File: src/rtl/sqrt_output_wrapper.sv
// Result side of the sqrt controller: waits for the core, rounds the root to nearest-even,
// applies exponent halving and special-case rules, and holds a packed float until acked.
module sqrt_output_wrapper #(
    parameter int MANT_W  = 23,
    parameter int EXP_W   = 8,
    parameter int ROOT_W  = 25,
    parameter int TIMEOUT = 64
) (
    input  logic                    clk,
    input  logic                    rst,
    input  logic                    start_sqrt,
    input  logic                    sign_in,
    input  logic [EXP_W-1:0]        exp_in,
    input  logic                    is_nan,
    input  logic                    is_inf,
    input  logic                    sqrt_done,
    input  logic [ROOT_W-1:0]       root,
    input  logic                    rem_nz,
    output logic [EXP_W+MANT_W:0]   result,
    output logic                    result_valid,
    input  logic                    result_ack,
    output logic                    busy,
    output logic                    timeout_err
);

    localparam int RES_W = 1 + EXP_W + MANT_W;
    localparam int CNT_W = $clog2(TIMEOUT);
    localparam logic [EXP_W-1:0] BIAS     = EXP_W'((1 << (EXP_W - 1)) - 1);
    localparam logic [CNT_W-1:0] CNT_LAST = CNT_W'(TIMEOUT - 1);
    localparam logic [RES_W-1:0] QNAN     = {1'b0, {EXP_W{1'b1}}, 1'b1, {(MANT_W-1){1'b0}}};
    localparam logic [RES_W-1:0] PINF     = {1'b0, {EXP_W{1'b1}}, {MANT_W{1'b0}}};

    typedef enum logic [1:0] {IDLE, WAIT, ROUND, HOLD} state_t;

    state_t              state_q, state_d;
    logic [CNT_W-1:0]    cnt_q, cnt_d;
    logic                sign_q, nan_q, inf_q, rem_q;
    logic [EXP_W-1:0]    exp_q;
    logic [ROOT_W-2:0]   root_q;
    logic                latch_op, latch_root, timeout_d;
    logic [RES_W-1:0]    result_d, rounded;

    logic signed [EXP_W-1:0] e_unb, e_half;
    logic [MANT_W-1:0]       m;
    logic                    inc;
    logic [MANT_W:0]         m_sum;
    logic [EXP_W-1:0]        exp_out;

    // The unbiased exponent fits EXP_W signed bits for every non-special operand,
    // so halving is done modulo 2^EXP_W and rebiased.
    always_comb begin
        e_unb   = $signed(exp_q - BIAS);
        e_half  = e_unb >>> 1;
        m       = root_q[ROOT_W-2:1];
        inc     = root_q[0] & (rem_q | m[0]);
        m_sum   = {1'b0, m} + {{MANT_W{1'b0}}, inc};
        exp_out = $unsigned(e_half) + BIAS + {{(EXP_W-1){1'b0}}, m_sum[MANT_W]};

        if (nan_q)
            rounded = QNAN;
        else if (exp_q == '0)
            rounded = {sign_q, {(RES_W-1){1'b0}}};
        else if (sign_q)
            rounded = QNAN;
        else if (inf_q)
            rounded = PINF;
        else
            rounded = {1'b0, exp_out, m_sum[MANT_W-1:0]};
    end

    always_ff @(posedge clk or posedge rst) begin
        if (rst)
            state_q <= IDLE;
        else
            state_q <= state_d;
    end

    always_comb begin
        state_d    = state_q;
        cnt_d      = cnt_q;
        timeout_d  = timeout_err;
        result_d   = result;
        latch_op   = 1'b0;
        latch_root = 1'b0;
        unique case (state_q)
            IDLE: begin
                if (start_sqrt) begin
                    latch_op  = 1'b1;
                    timeout_d = 1'b0;
                    cnt_d     = '0;
                    state_d   = WAIT;
                end
            end
            WAIT: begin
                if (sqrt_done) begin
                    latch_root = 1'b1;
                    state_d    = ROUND;
                end else if (cnt_q == CNT_LAST) begin
                    result_d  = QNAN;
                    timeout_d = 1'b1;
                    state_d   = HOLD;
                end else begin
                    cnt_d = cnt_q + CNT_W'(1);
                end
            end
            ROUND: begin
                result_d = rounded;
                state_d  = HOLD;
            end
            HOLD: begin
                if (result_ack)
                    state_d = IDLE;
            end
            default: state_d = IDLE;
        endcase
    end

    always_ff @(posedge clk or posedge rst) begin
        if (rst) begin
            cnt_q        <= '0;
            sign_q       <= 1'b0;
            exp_q        <= '0;
            nan_q        <= 1'b0;
            inf_q        <= 1'b0;
            root_q       <= '0;
            rem_q        <= 1'b0;
            result       <= '0;
            result_valid <= 1'b0;
            busy         <= 1'b0;
            timeout_err  <= 1'b0;
        end else begin
            cnt_q        <= cnt_d;
            result       <= result_d;
            timeout_err  <= timeout_d;
            result_valid <= (state_d == HOLD);
            busy         <= (state_d != IDLE);
            if (latch_op) begin
                sign_q <= sign_in;
                exp_q  <= exp_in;
                nan_q  <= is_nan;
                inf_q  <= is_inf;
            end
            if (latch_root) begin
                root_q <= root[ROOT_W-2:0];
                rem_q  <= rem_nz;
            end
        end
    end

endmodule

File: config.mk
export PLATFORM = sky130hd
export DESIGN_NAME = sqrt_output_wrapper
export DESIGN_NICKNAME = d
export VERILOG_FILES = /design/src/rtl/sqrt_output_wrapper.sv
export SDC_FILE = /design/constraint.sdc
export NUM_CORES = 1
export LEC_CHECK = 0
export BUFFER_PORTS_ARGS = -buffer_cell sky130_fd_sc_hd__buf_2
export CAP_MARGIN = 0
export CORE_ASPECT_RATIO = 0.75
export CORE_MARGIN = 2
export CORE_UTILIZATION = 45
export CTS_BUF_LIST = sky130_fd_sc_hd__clkbuf_16
export DETAILED_ROUTE_END_ITERATION = 10
export GPL_TIMING_DRIVEN = 0
export PLACE_DENSITY = 0.67
export SETUP_SLACK_MARGIN = 0.1
export SKIP_CTS_REPAIR_TIMING = 1
export SYNTH_ARGS = -nofsm -noshare
export SYNTH_HDL_FRONTEND = slang
export SYNTH_SLANG_ARGS = --single-unit
File: constraint.sdc
create_clock -name clk -period 3.5 [get_ports clk]
set_input_delay 0.525 -clock clk [delete_from_list [all_inputs] [get_ports clk]]
set_output_delay 0.525 -clock clk [all_outputs]
set_load 0.005 [all_outputs]
Word level (Yosys, flattened, before mapping)

Cells that the tools add are included.

Bits of input ports: 42
Bits in registers: 79
Output and inout port bits: 35
Logic and storage cells: 60

Equality and inequality tests: 9
Muxes and demuxes: 24
Add/subtract/negate cells: 5
Bitwise gates (word level): 2
Reduce and logical (&&, ||, !) cells: 8

Operator list:

| cell                  | number |
|---|---|
| $mux W32              | 4 |
| $pmux W32 S2          | 1 |
| $mux W31              | 2 |
| $add A23 B1 Y24       | 1 |
| $mux W6               | 3 |
| $pmux W6 S2           | 1 |
| $add A8 B1 Y8         | 1 |
| $add A8 B7 Y8 const B | 1 |
| $logic_not A8 Y1      | 1 |
| $mux W2               | 4 |
| $ne A2 B2 Y1 const B  | 4 |
| $pmux W2 S4           | 1 |
| $reduce_and A4 Y1     | 2 |
| $sub A8 B7 Y8 const B | 1 |
| $mux W1               | 7 |
| $add A6 B1 Y6 const B | 1 |
| $eq A2 B2 Y1 const B  | 3 |
| $eq A6 B6 Y1 const B  | 1 |
| $reduce_bool A2 Y1    | 3 |
| $reduce_and A3 Y1     | 1 |
| $eq A2 B1 Y1 const B  | 1 |
| $logic_not A2 Y1      | 1 |
| $pmux W1 S2           | 1 |
| $and A1 B1 Y1         | 1 |
| $or A1 B1 Y1          | 1 |

Logic depth before layout (Yosys ltp)

Word-level depth: 9
Gate-level depth with buffers: 12
Depth with buffers taken out: 12

Worst setup path before layout

OpenSTA, ideal clock, no wires.

Kind: register -> register
Start point: register root_q[1]
End point: register result[28]
Cell stages (with the launch flop): 13
Setup time: 0.066 ns
Path slack: 0.855 ns
Arrival: 2.579 ns
Buffers on the path: 0
Clock period less this slack: 2.645 ns
Path through: dfrtp_1 > o21a_1 > ha_1 > and3_1 > nand4_4 > nor2_1 > nand3_1 > ha_1 > and2_1 > a41oi_4 > mux2_4 > o31ai_1 > a22o_1

Cells in the longest elaborated chain, start to end: 9

Ends and longest elaborated chain:

| element                | line | RTL |
|---|---|---|
| from (decl)            | 39   | `logic [ROOT_W-2:0] root_q;` |
| from (signal assigned) | 144  | `root_q <= root[ROOT_W-2:0];` |
| $or A1 B1 Y1           | 55   | `inc = root_q[0] & (rem_q \| m[0]);` |
| $and A1 B1 Y1          | 55   |  |
| $add A23 B1 Y24 *      | 56   | `m_sum = {1'b0, m} + {{MANT_W{1'b0}}, inc};` |
| $add A8 B1 Y8 *        | 57   | `exp_out = $unsigned(e_half) + BIAS + {{(EXP_W-1){1'b0}}, m_sum[MANT_W]};` |
| $mux W31 *             | 65   | `else if (inf_q)` |
| $mux W31 *             | 63   | `else if (sign_q)` |
| $mux W32 *             | 61   | `else if (exp_q == '0)` |
| $mux W32 *             | 59   | `if (nan_q)` |
| $pmux W32 S2 *         | 85   | `unique case (state_q)` |
| to (signal assigned)   | 133  | `result <= result_d;` |
| to (decl)              | 19   | `output logic [EXP_W+MANT_W:0] result,` |

Every way passes the cells marked *; elsewhere a longest branch is shown, timed or not.
A chain may end at the register's enable or synchronous reset.

Worst setup path after layout

Same ends and word-level chain as after synthesis.

==> impl_metrics.toml <==
[die]
rows = 30
die_w_um = 114.9
dieArea_um2 = 10010
die_h_um = 87.15
start_util_pct = 46.04
core_area_um2 = 9009
io-pin-count = 77

[detailed_routing]
drt_first_pass_iters = 4
antenna_left = 0
vias = 3192
drt-vias-per-instance = 5.466
drt-total-wl_mm = 9.307
drc_errors = 0
drtIter0Drc = 119
routedWlPerCell_um = 15.94

[synth]
ys_warn_count = 0
ys.flop_type = "dfrtp_1"
synth_area_um2 = 4148
syn_avg_cell_area_um2 = 10.89
synth_cell_types = 64
seq_area_frac_synth_pct = 47.66
ys_async_sr_fraction_pct = 100.0
synth_nets = 431
yosys_register_bits = 79
syn_inst = 381
synth-edff-count = 0

[critical_path]
crit_top_cell = "ha_1"
critPathCapture = "result[28]$_DFFE_PP0P_"
worst_ep_required_time_ps = 3770
critPathSlowestCell = "dfrtp_1"
cp.arrival_ps = 3270
r2r_slack_ps = 500
cp-end-kind = "register"
cp_max_fo = 6
cpPeakStageDelay_ps = 370
r2r_start = "root_q[1]$_DFFE_PP0P_"
reg2regPathDepth = 12
path_cells = "o21a_1 -> ha_1 -> and3_1 -> nand4_4 -> nor2_1 -> nand3_1 -> ha_1 -> and2_1 -> a41oi_4 -> mux2_4 -> o31ai_1 -> a22o_1"
start_kind = "register"
path_class = "register to register"
timing.rr.end = "result[28]$_DFFE_PP0P_"
cp-startpoint = "root_q[1]$_DFFE_PP0P_"

[job]
drv_cap = 0

[sta]
hold_viol = 0
fmax_mhz = 333.3
clock_skew_ps = 9.325
period_minus_slack_ps = 3001
rsz0062_at_grt = "no"
slew_headroom_pct = 52.05
fin_crit_sh_pct = 85.73
setup_tns_ps = 0
finalSetupViolCount = 0
worst_slack_ps = 499.4
drv_slew = 0
tightest_slew_ps = 715.4

[cts]
clockBufferDepth = 2
clk_pin_slew_worst_paths_ps = 60
cts_tree = "yes"
clk-insertion-delay-late_ps = 330
htree_levels = 3
cts_sinks = 79
ctsRootBufferMaster = "clkbuf_16"
numCtsBuffers = 9

[placed_design]
dp_cells = 569
place_ws_ps = 492.5
gp_congestion = 0.8608
dp_hpwl_mm = 6.820
portBuffers = 75

[global_route]
grt_pass1_vias = 3188
grt_pass1_wl_mm = 15.52
antenna_found_initial = 0
grt_usage_pct = 19.70
grt_max_degree = 66
overflow = 0

[final_layout]
n_antenna_cell = 0
register_area_um2 = 1977
area_delta_synth_final_pct = 20.06
final_cell_mix = "83 x buf_2, 79 x dfrtp_1, 33 x mux2_2, 33 x nand2_1, 22 x nor2_1"
multiInputGateArea_um2 = 1993
fin_cells = 584
final_common_cell = "buf_2"
final_nets = 518
drive_gt1_share_pct = 33.90
n_fill_cell = 788

[power_and_ir_drop]
p_leak_nw = 2.192
power-per-cell-area_nw_per_um2 = 856.4
peakVddDrop_mv = 0.3849

[worst_hold_path]
hold_class = "input port to async pin"

[run_status]
status = "completed"
==> stage by stage <==
stage	hold slack, ps	cell area [µm²]	power [mW]	util [%]
2_1_floorplan	472.6	4148	2.853	-
3_3_place_gp	464.2	4663	3.279	51.76
3_5_place_dp	464.9	4693	3.360	52.10
4_1_cts	106.3	4980	4.293	55.28
5_1_grt	116.0	4980	4.577	55.28
6_report	110.4	4980	4.265	55.28
==> cells in the mapped netlist, drive strengths merged (3+ instances only) <==
master   instances  area (µm²)
a2111oi          3       28.78
a211oi           6       45.04
a21oi            3       15.01
a31oi            3       18.77
a32o             3       30.03
and2             3       18.77
and3             5       32.53
buf             13       88.83
clkbuf           6       32.53
dfrtp           79        1977
ha               8       100.1
inv             14       52.55
mux2            34       386.6
nand2           34       135.1
nand2b           3       18.77
nand3           20       105.1
nand4            9       86.33
nor2            24       108.9
nor3             7       45.04
nor4             7       83.83
o21a             4       30.03
o21ai           31       158.9
o22ai            3       18.77
or2              4       25.03
xnor2           21       183.9
xor2             9       78.83
==> state kept, by name, indices dropped and copies added (netlist names) <==
signal and count:
result 32, root_q 24, exp_q 8, cnt_q 6
state_q 2, busy 1, inf_q 1, nan_q 1
rem_q 1, result_valid 1, sign_q 1, timeout_err 1
==> cell families after synthesis <==
group	count (synthesis)	share of synthesized area, %
AOI/OAI and AO/OA	71	11.76
xor gates and xnor gates	30	6.335
DFF	79	47.66
and+or+nand+nor	124	17.98
adders and majority gates	8	2.413
buffers and inverters	34	4.283
muxes	35	9.563
==> report_power, final <==
part | total (mW) | switching (mW) | internal [mW]
sequential | 1.60 | 0.325 | 1.27
clock | 0.914 | 0.368 | 0.547
combinational | 1.75 | 0.915 | 0.836
==> cell type report <==
cell class	count	area share [%]
inverters	15	1.181
plain buffers	19	2.437
clock inverters	6	1.231
multi-input cells	268	40.03
well taps	112	2.814
repair buffers	76	8.090
clock buffers	9	4.523
flip-flops and latches	79	39.70
==> critical path, delay by kind of cell, from the launching register on <==
kind                       cells  cell delay (ps)
DFF                            1              370
and+or+nand+nor                5              960
muxes                          1              330
AOI/OAI and AO/OA              4              820
adders and majority gates      2              450
==> per-layer routing <==
| metal | global-route usage [%] | wire, µm | up-vias |
|---|---|---|---|
| met5 | 0 | 0 | - |
| li1 | - | - | 1532 |
| met2 | 30.96 | 4297 | 93 |
| met1 | 27.35 | 4377 | 1554 |
| met4 | 6.353 | 119 | 0 |
| met3 | 4.245 | 513 | 13 |
==> worst min-delay path by stage <==
stage	slack (ps)	to	start
2_1_floorplan	470	result[26]$_DFFE_PP0P_	result[26]$_DFFE_PP0P_
3_3_place_gp	460	result[20]$_DFFE_PP0P_	result[20]$_DFFE_PP0P_
3_5_place_dp	460	root_q[17]$_DFFE_PP0P_	rst
4_1_cts	110	root_q[17]$_DFFE_PP0P_	rst
5_1_grt	120	root_q[17]$_DFFE_PP0P_	rst
6_report	110	root_q[21]$_DFFE_PP0P_	rst
Note: power is estimated with default switching activity, not from simulation.
